<file path="config.mk">
export PLATFORM = sky130hd
export DESIGN_NAME = wb_port_arbiter
export DESIGN_NICKNAME = d
export VERILOG_FILES = /design/src/rtl/wb_port_arbiter_pkg.sv /design/src/rtl/load_align_ext.sv /design/src/rtl/wb_port_arbiter.sv
export SDC_FILE = /design/constraint.sdc
export NUM_CORES = 1
export LEC_CHECK = 0
export ABC_CLOCK_PERIOD_IN_PS = 2900
export CORE_ASPECT_RATIO = 2
export CORE_MARGIN = 2
export CORE_UTILIZATION = 45
export CTS_CLUSTER_DIAMETER = 30
export DETAILED_ROUTE_END_ITERATION = 6
export HOLD_SLACK_MARGIN = 0.05
export MAX_ROUTING_LAYER = met4
export PLACE_DENSITY = 0.76
export RECOVER_POWER = 25
export SYNTH_ARGS = -nofsm -noshare
export SYNTH_HDL_FRONTEND = slang
export SYNTH_SLANG_ARGS = --single-unit
</file>
<file path="constraint.sdc">
create_clock -name clk -period 2.9 [get_ports clk]
set_clock_uncertainty 0.05 [all_clocks]
set_input_delay 0.58 -clock clk [delete_from_list [all_inputs] [get_ports clk]]
set_output_delay 0.58 -clock clk [all_outputs]
set_load 0.01 [all_outputs]
</file>
<file path="src/rtl/wb_port_arbiter_pkg.sv">
// Shared widths, load-extension codes and the load-return FIFO entry layout
// for the register-file write-port arbiter.
package wb_port_arbiter_pkg;

   localparam int unsigned GPR_ADDR_LEN = 5;
   localparam int unsigned DATA_LEN     = 32;
   localparam int unsigned OFFSET_LEN   = 2;
   localparam int unsigned REG_EXT_LEN  = 3;

   localparam logic [REG_EXT_LEN-1:0] REG_EXT_NONE   = REG_EXT_LEN'(0);
   localparam logic [REG_EXT_LEN-1:0] REG_EXT_BYTE   = REG_EXT_LEN'(1);
   localparam logic [REG_EXT_LEN-1:0] REG_EXT_BYTE_U = REG_EXT_LEN'(2);
   localparam logic [REG_EXT_LEN-1:0] REG_EXT_HALF   = REG_EXT_LEN'(3);
   localparam logic [REG_EXT_LEN-1:0] REG_EXT_HALF_U = REG_EXT_LEN'(4);

   typedef struct packed {
      logic [GPR_ADDR_LEN-1:0] addr;
      logic [DATA_LEN-1:0]     data;
      logic [OFFSET_LEN-1:0]   offset;
      logic [REG_EXT_LEN-1:0]  ext;
   } ld_entry_t;

endpackage

</file>
<file path="src/rtl/load_align_ext.sv">
// Combinational byte/half alignment and sign/zero extension of a returned load word.
module load_align_ext
   import wb_port_arbiter_pkg::*;
(
   input  logic [DATA_LEN-1:0]    data,
   input  logic [OFFSET_LEN-1:0]  offset,
   input  logic [REG_EXT_LEN-1:0] ext,
   output logic [DATA_LEN-1:0]    data_c
);

   logic [DATA_LEN-1:0] shifted;

   always_comb begin
      shifted = data >> {offset, 3'b000};
      data_c  = '0;
      case (ext)
         REG_EXT_NONE:   data_c = data;
         REG_EXT_BYTE:   data_c = {{24{shifted[7]}}, shifted[7:0]};
         REG_EXT_BYTE_U: data_c = {24'h0, shifted[7:0]};
         // halfword loads must be halfword aligned; a misaligned one writes zero
         REG_EXT_HALF:   if (!offset[0]) data_c = {{16{shifted[15]}}, shifted[15:0]};
         REG_EXT_HALF_U: if (!offset[0]) data_c = {16'h0, shifted[15:0]};
         default:        data_c = '0;
      endcase
   end

endmodule

</file>
<file path="src/rtl/wb_port_arbiter.sv">
// Arbitrates the register-file write port between the W stage and a small FIFO of
// late load returns; tracks outstanding loads and forces a drain on starvation.
module wb_port_arbiter
   import wb_port_arbiter_pkg::*;
#(
   parameter int unsigned FIFO_DEPTH   = 2,
   parameter int unsigned STARVE_LIMIT = 4
) (
   input  logic                    clk,
   input  logic                    reset_n,
   input  logic                    w_we,
   input  logic [GPR_ADDR_LEN-1:0] w_addr,
   input  logic [DATA_LEN-1:0]     w_data,
   input  logic                    ld_issue,
   input  logic [GPR_ADDR_LEN-1:0] ld_issue_addr,
   input  logic                    ld_valid,
   output logic                    ld_ready,
   input  logic [GPR_ADDR_LEN-1:0] ld_addr,
   input  logic [DATA_LEN-1:0]     ld_data,
   input  logic [OFFSET_LEN-1:0]   ld_offset,
   input  logic [REG_EXT_LEN-1:0]  ld_ext,
   output logic                    rf_we,
   output logic [GPR_ADDR_LEN-1:0] rf_addr,
   output logic [DATA_LEN-1:0]     rf_data,
   output logic [31:0]             pending,
   output logic                    pipe_hold,
   output logic                    ld_busy
);

   localparam int unsigned AW = (FIFO_DEPTH > 1) ? $clog2(FIFO_DEPTH) : 1;
   localparam int unsigned PW = AW + 1;
   localparam int unsigned CW = 4;

   ld_entry_t           mem_q [FIFO_DEPTH];
   ld_entry_t           mem_d [FIFO_DEPTH];
   logic [PW-1:0]       wr_ptr_q, wr_ptr_d;
   logic [PW-1:0]       rd_ptr_q, rd_ptr_d;
   logic [31:0]         pending_q, pending_d;
   logic [CW-1:0]       starve_q, starve_d;
   logic                pipe_hold_q, pipe_hold_d;
   logic                ld_busy_q, ld_busy_d;

   logic                fifo_empty, fifo_full;
   logic                push, pop, w_win, head_wr;
   ld_entry_t           head;
   logic [DATA_LEN-1:0] head_data;

   // extra pointer bit separates full from empty when the indices match
   assign fifo_empty = (wr_ptr_q == rd_ptr_q);
   assign fifo_full  = (wr_ptr_q[AW-1:0] == rd_ptr_q[AW-1:0]) &&
                       (wr_ptr_q[AW] != rd_ptr_q[AW]);
   assign head       = mem_q[rd_ptr_q[AW-1:0]];

   // a W-stage write to $0 is not a write, so it never blocks the FIFO
   assign w_win   = reset_n && w_we && (w_addr != '0);
   assign pop     = !fifo_empty && !w_win;
   assign head_wr = pop && (head.addr != '0);
   assign push    = ld_valid && !fifo_full;

   load_align_ext u_align (
      .data   (head.data),
      .offset (head.offset),
      .ext    (head.ext),
      .data_c (head_data)
   );

   always_comb begin
      rf_we   = 1'b0;
      rf_addr = '0;
      rf_data = '0;
      if (w_win) begin
         rf_we   = 1'b1;
         rf_addr = w_addr;
         rf_data = w_data;
      end else if (head_wr) begin
         rf_we   = 1'b1;
         rf_addr = head.addr;
         rf_data = head_data;
      end
   end

   always_comb begin
      mem_d       = mem_q;
      wr_ptr_d    = wr_ptr_q;
      rd_ptr_d    = rd_ptr_q;
      pending_d   = pending_q;
      starve_d    = starve_q;
      pipe_hold_d = pipe_hold_q;

      if (push) begin
         mem_d[wr_ptr_q[AW-1:0]] = '{addr: ld_addr, data: ld_data,
                                     offset: ld_offset, ext: ld_ext};
         wr_ptr_d = wr_ptr_q + PW'(1);
      end
      if (pop) rd_ptr_d = rd_ptr_q + PW'(1);

      // clear first so a same-cycle issue to the same register wins
      if (head_wr) pending_d[head.addr] = 1'b0;
      if (ld_issue && (ld_issue_addr != '0)) pending_d[ld_issue_addr] = 1'b1;

      if (fifo_empty || pop) starve_d = '0;
      else if (starve_q != CW'(STARVE_LIMIT)) starve_d = starve_q + CW'(1);

      if (starve_q == CW'(STARVE_LIMIT)) pipe_hold_d = 1'b1;
      else if (fifo_empty)                pipe_hold_d = 1'b0;

      ld_busy_d = (|pending_d) || (wr_ptr_d != rd_ptr_d);
   end

   always_ff @(posedge clk or negedge reset_n) begin
      if (!reset_n) begin
         for (int unsigned i = 0; i < FIFO_DEPTH; i++) mem_q[i] <= '0;
         wr_ptr_q    <= '0;
         rd_ptr_q    <= '0;
         pending_q   <= '0;
         starve_q    <= '0;
         pipe_hold_q <= 1'b0;
         ld_busy_q   <= 1'b0;
      end else begin
         mem_q       <= mem_d;
         wr_ptr_q    <= wr_ptr_d;
         rd_ptr_q    <= rd_ptr_d;
         pending_q   <= pending_d;
         starve_q    <= starve_d;
         pipe_hold_q <= pipe_hold_d;
         ld_busy_q   <= ld_busy_d;
      end
   end

   assign ld_ready  = !fifo_full;
   assign pending   = pending_q;
   assign pipe_hold = pipe_hold_q;
   assign ld_busy   = ld_busy_q;

endmodule

</file>
==> run_results.csv <==
group,metric,value,unit
routing,via_per_inst,5.88,
yosys,ys_types,49,
clock_tree,htreeDepth,4,
yosys,synth.ff_latch_count,126,
layout,final_core_util,72.6,%
grt,grt.total_usage,31.8,%
routing,dr.pass1.iters,5,
pwr,max-vdd-ir-drop,1.01,mV
worst_setup_path,critical_path.endpoint_type,"output pin",
yosys,postSynthNetCount,724,
worst_setup_path,path_class,"reg2out",
pwr,power_density,1460,nW/µm²
layout,antenna_cells_inserted,0,
grt,grt.overflow.total,0,
placed_design,port_buf_inserts,161,
yosys,yosysTopAreaCell,"sky130_fd_sc_hd__dfrtp_1",
yosys,yosysWarnings,0,
clock_tree,ctsLongestPathBuffers,2,
yosys,mappedNetlistArea,6720,µm²
sta,min_period_over_period,112,%
hold_path,timing.hold.worst.class,"reg2reg",
grt,grt_pass1_vias,6874,
sta,slew_headroom,-8.81,%
placed_design,placement.setup.worst_slack,-1040,ps
routing,dr_total_vias,6490,
outcome,violations_in_the_final_reports,"capacitance limit, slew limit, setup timing",
grt,grt_max_degree,65,
pwr,power.leakage,4.53,nW
layout,multi_input_area,3990,µm²
layout,areaGrowthSynthToFinish,59.3,%
sta,period_minus_slack,3240,ps
die,initial_core_utilization,45.6,%
sta,max_freq,0.309,GHz
die,core.rowCount,63,
yosys,synthFlopType,"sky130_fd_sc_hd__dfrtp_1",
worst_setup_path,crit_arrival,2610,ps
yosys,syn_area_per_cell,10.6,µm²
yosys,synthMostInstantiatedCell,"sky130_fd_sc_hd__dfrtp_1",
layout,num-fill-cells,1031,
routing,wire_per_inst,22.5,µm
placed_design,post-dp-hpwl,17.8,mm
yosys,netlist_top_cells_count,"sky130_fd_sc_hd__dfrtp_1 (126), sky130_fd_sc_hd__mux2_2 (103), sky130_fd_sc_hd__o21ai_0 (61), sky130_fd_sc_hd__a21oi_1 (59), sky130_fd_sc_hd__nor2_1 (38)",
die,floorplan.core_area,14700,µm²
grt,antenna_found_initial,0,
clock_tree,clock_tree_from_tritoncts,"yes",
routing,antenna_left,0,
clock_tree,cts.sink_count,126,
sta,timing.final.hold_violations,0,
sta,postLayoutSetupSlackWorst,-340,ps
die,die_h,177,µm
layout,final_cell_count_no_fill,1103,
placed_design,placed_area,9260,µm²
yosys,post_synth_main_area_contributors,"sky130_fd_sc_hd__dfrtp_1 (47%), sky130_fd_sc_hd__mux2_2 (17%), sky130_fd_sc_hd__o21ai_0 (4.5%)",
hold_path,holdPathStages,0,
clock_tree,clock_tree.root_cell,"sky130_fd_sc_hd__clkbuf_16",
worst_setup_path,nature_of_the_critical_path_startpoint,"register",
worst_setup_path,cp.required,2270,ps
worst_setup_path,ff2ff_path_depth,13,
sta,finalSetupViolCount,35,
sta,rsz0062_at_grt,"yes",
routing,number_of_violations_reported_at_the_end_of_detailed_routing_iteration_0,370,
routing,detailed_route_wl,24.8,mm
sta,worst-slew-pin-transition,1630,ps
layout,num-nets-final,988,
worst_setup_path,worst_path_max_fanout,12,
layout,final-seq-area,3150,µm²
job,maxCapViolations,1,
yosys,synthArstFlopShare,100,%
outcome,outcome,"finished, violations left",
die,num_io_pins,162,
placed_design,placed_cells_incl_taps,1042,
clock_tree,clock_insertion_delay_at_the_later_pin_of_the_skew_report,420,ps
yosys,synth-seq-area-share,46.9,%
yosys,synth_top_cell_area_share,46.9,%
layout,postLayoutCellArea,10700,µm²
grt,grt_first_pass_wirelength,37.3,mm
die,dieArea,16000,µm²
clock_tree,cts_hold_repair.buffers,0,
yosys,postSynthCellCount,631,
yosys,synth_edf_count,0,
layout,post_route_cells_drive_above_1_share,43.7,%
die,die_width,90.4,µm
sta,slew_violations,65,
placed_design,gp_routability_congestion,1.01,
clock_tree,numCtsBuffers,17,
routing,route.detailed.drc,0,
clock_tree,clk_pin_slew,60,ps
-- worst paths after layout --
check	endpoint	start	slack (ps)
setup / recovery	rf_data[12]	rd_ptr_q[0]	-340
hold reg to reg	pending[0]	pending[0]	430
max in group asynchronous	mem_q[52]	reset_n	540
min in group asynchronous	pending[13]	reset_n	640
setup reg to reg	ld_busy	rd_ptr_q[0]	-240
hold / removal	pending[0]	pending[0]	430
-- layer usage --
metal | track usage [%] | wire, µm
met5 | - | 0
met1 | 28.8 | 7950
met2 | 58.4 | 13800
met4 | 24.1 | 1800
met3 | 5.20 | 1250
-- power by group --
group / internal [mW] / switching (mW)
sequential: 2.63 / 0.670
clock: 1.54 / 0.768
combinational: 5.08 / 4.92
-- registers in the layout, summed over array words and instances (netlist names) --
| name | cells |
|---|---|
| pending | 32 |
| rd_ptr_q | 2 |
| ld_busy | 1 |
| pipe_hold | 1 |
| wr_ptr_q | 2 |
| mem_q | 84 |
| starve_q | 4 |
-- metrics by stage --
step                      TNS (ps)  hold slack (ps)  power, mW
after floorplan              -95.5              234       7.60
after global placement      -33020              413       11.2
after detailed placement    -35020              406       11.5
after CTS                    -8080              329       14.8
after global routing        -12480              425       16.3
final                        -9890              427       15.6
-- worst max-delay path: stages, from the launching register on --
cell and delay (ps):
sky130_fd_sc_hd__dfrtp_2 460, sky130_fd_sc_hd__buf_4 150, sky130_fd_sc_hd__buf_6 110, sky130_fd_sc_hd__buf_12 140, sky130_fd_sc_hd__nor3b_4 160, sky130_fd_sc_hd__nor2_2 220, sky130_fd_sc_hd__o21ai_2 130, sky130_fd_sc_hd__a21o_4 240
sky130_fd_sc_hd__buf_12 140, sky130_fd_sc_hd__a21oi_1 120, sky130_fd_sc_hd__a21o_1 100, sky130_fd_sc_hd__clkdlybuf4s15_2 210
-- kinds of logic (layout without fill, tap and decap cells) --
kind of cell	count (synthesis)	in the layout	synth area share, %
adder cells (fa/ha/maj)	4	4	0.745
flip-flops	126	126	46.9
multiplexers	131	131	21.5
XOR/XNOR	8	8	1.27
AND/OR/NAND/NOR	130	130	9.93
buffers and inverters	42	319	2.77
AO/OA/AOI/OAI	190	190	16.9
-- area by class of cell --
type                    count  area share (%)
inverters                   7           0.246
repair buffers            280            24.7
well taps                 195            2.28
clock buffers              20            4.17
clock inverters            12            1.79
multi-input cells         463            37.3
flip-flops and latches    126            29.5
-- placed cells by master, fill, tap and decap left out, types with 6 or more instances in the layout --
| cell type | synthesis | final |
|---|---|---|
| sky130_fd_sc_hd__nor2_1 | 38 | 26 |
| sky130_fd_sc_hd__o22ai_1 | 10 | 7 |
| sky130_fd_sc_hd__nor2_2 | 0 | 10 |
| sky130_fd_sc_hd__a22o_1 | 8 | 8 |
| sky130_fd_sc_hd__buf_6 | 2 | 12 |
| sky130_fd_sc_hd__mux2_2 | 103 | 98 |
| sky130_fd_sc_hd__a21o_1 | 8 | 7 |
| sky130_fd_sc_hd__clkdlybuf4s50_1 | 0 | 117 |
| sky130_fd_sc_hd__o21ai_2 | 0 | 24 |
| sky130_fd_sc_hd__nand2_1 | 37 | 37 |
| sky130_fd_sc_hd__o31ai_1 | 21 | 16 |
| sky130_fd_sc_hd__o41ai_2 | 1 | 7 |
| sky130_fd_sc_hd__inv_1 | 7 | 7 |
| sky130_fd_sc_hd__buf_2 | 8 | 34 |
| sky130_fd_sc_hd__a21oi_1 | 59 | 46 |
| sky130_fd_sc_hd__clkbuf_16 | 0 | 17 |
| sky130_fd_sc_hd__a211oi_1 | 7 | 7 |
| sky130_fd_sc_hd__a21oi_2 | 0 | 12 |
| sky130_fd_sc_hd__o21ai_1 | 4 | 21 |
| sky130_fd_sc_hd__buf_12 | 0 | 10 |
| sky130_fd_sc_hd__buf_4 | 1 | 91 |
| sky130_fd_sc_hd__o21ai_0 | 61 | 20 |
| sky130_fd_sc_hd__mux2i_4 | 0 | 6 |
| sky130_fd_sc_hd__mux2i_1 | 27 | 17 |
| sky130_fd_sc_hd__dfrtp_1 | 126 | 125 |
-- timing repair --
| item | 4_1_cts | 5_1_grt |
|---|---|---|
| pin swaps | 17 | 13 |
| setup endpoints to repair | 39 | 38 |
| setup buffers | 13 | 10 |
| gates resized for setup | 240 | 71 |
| cloned | 6 | 0 |
Power figures use the tool's default switching activity.
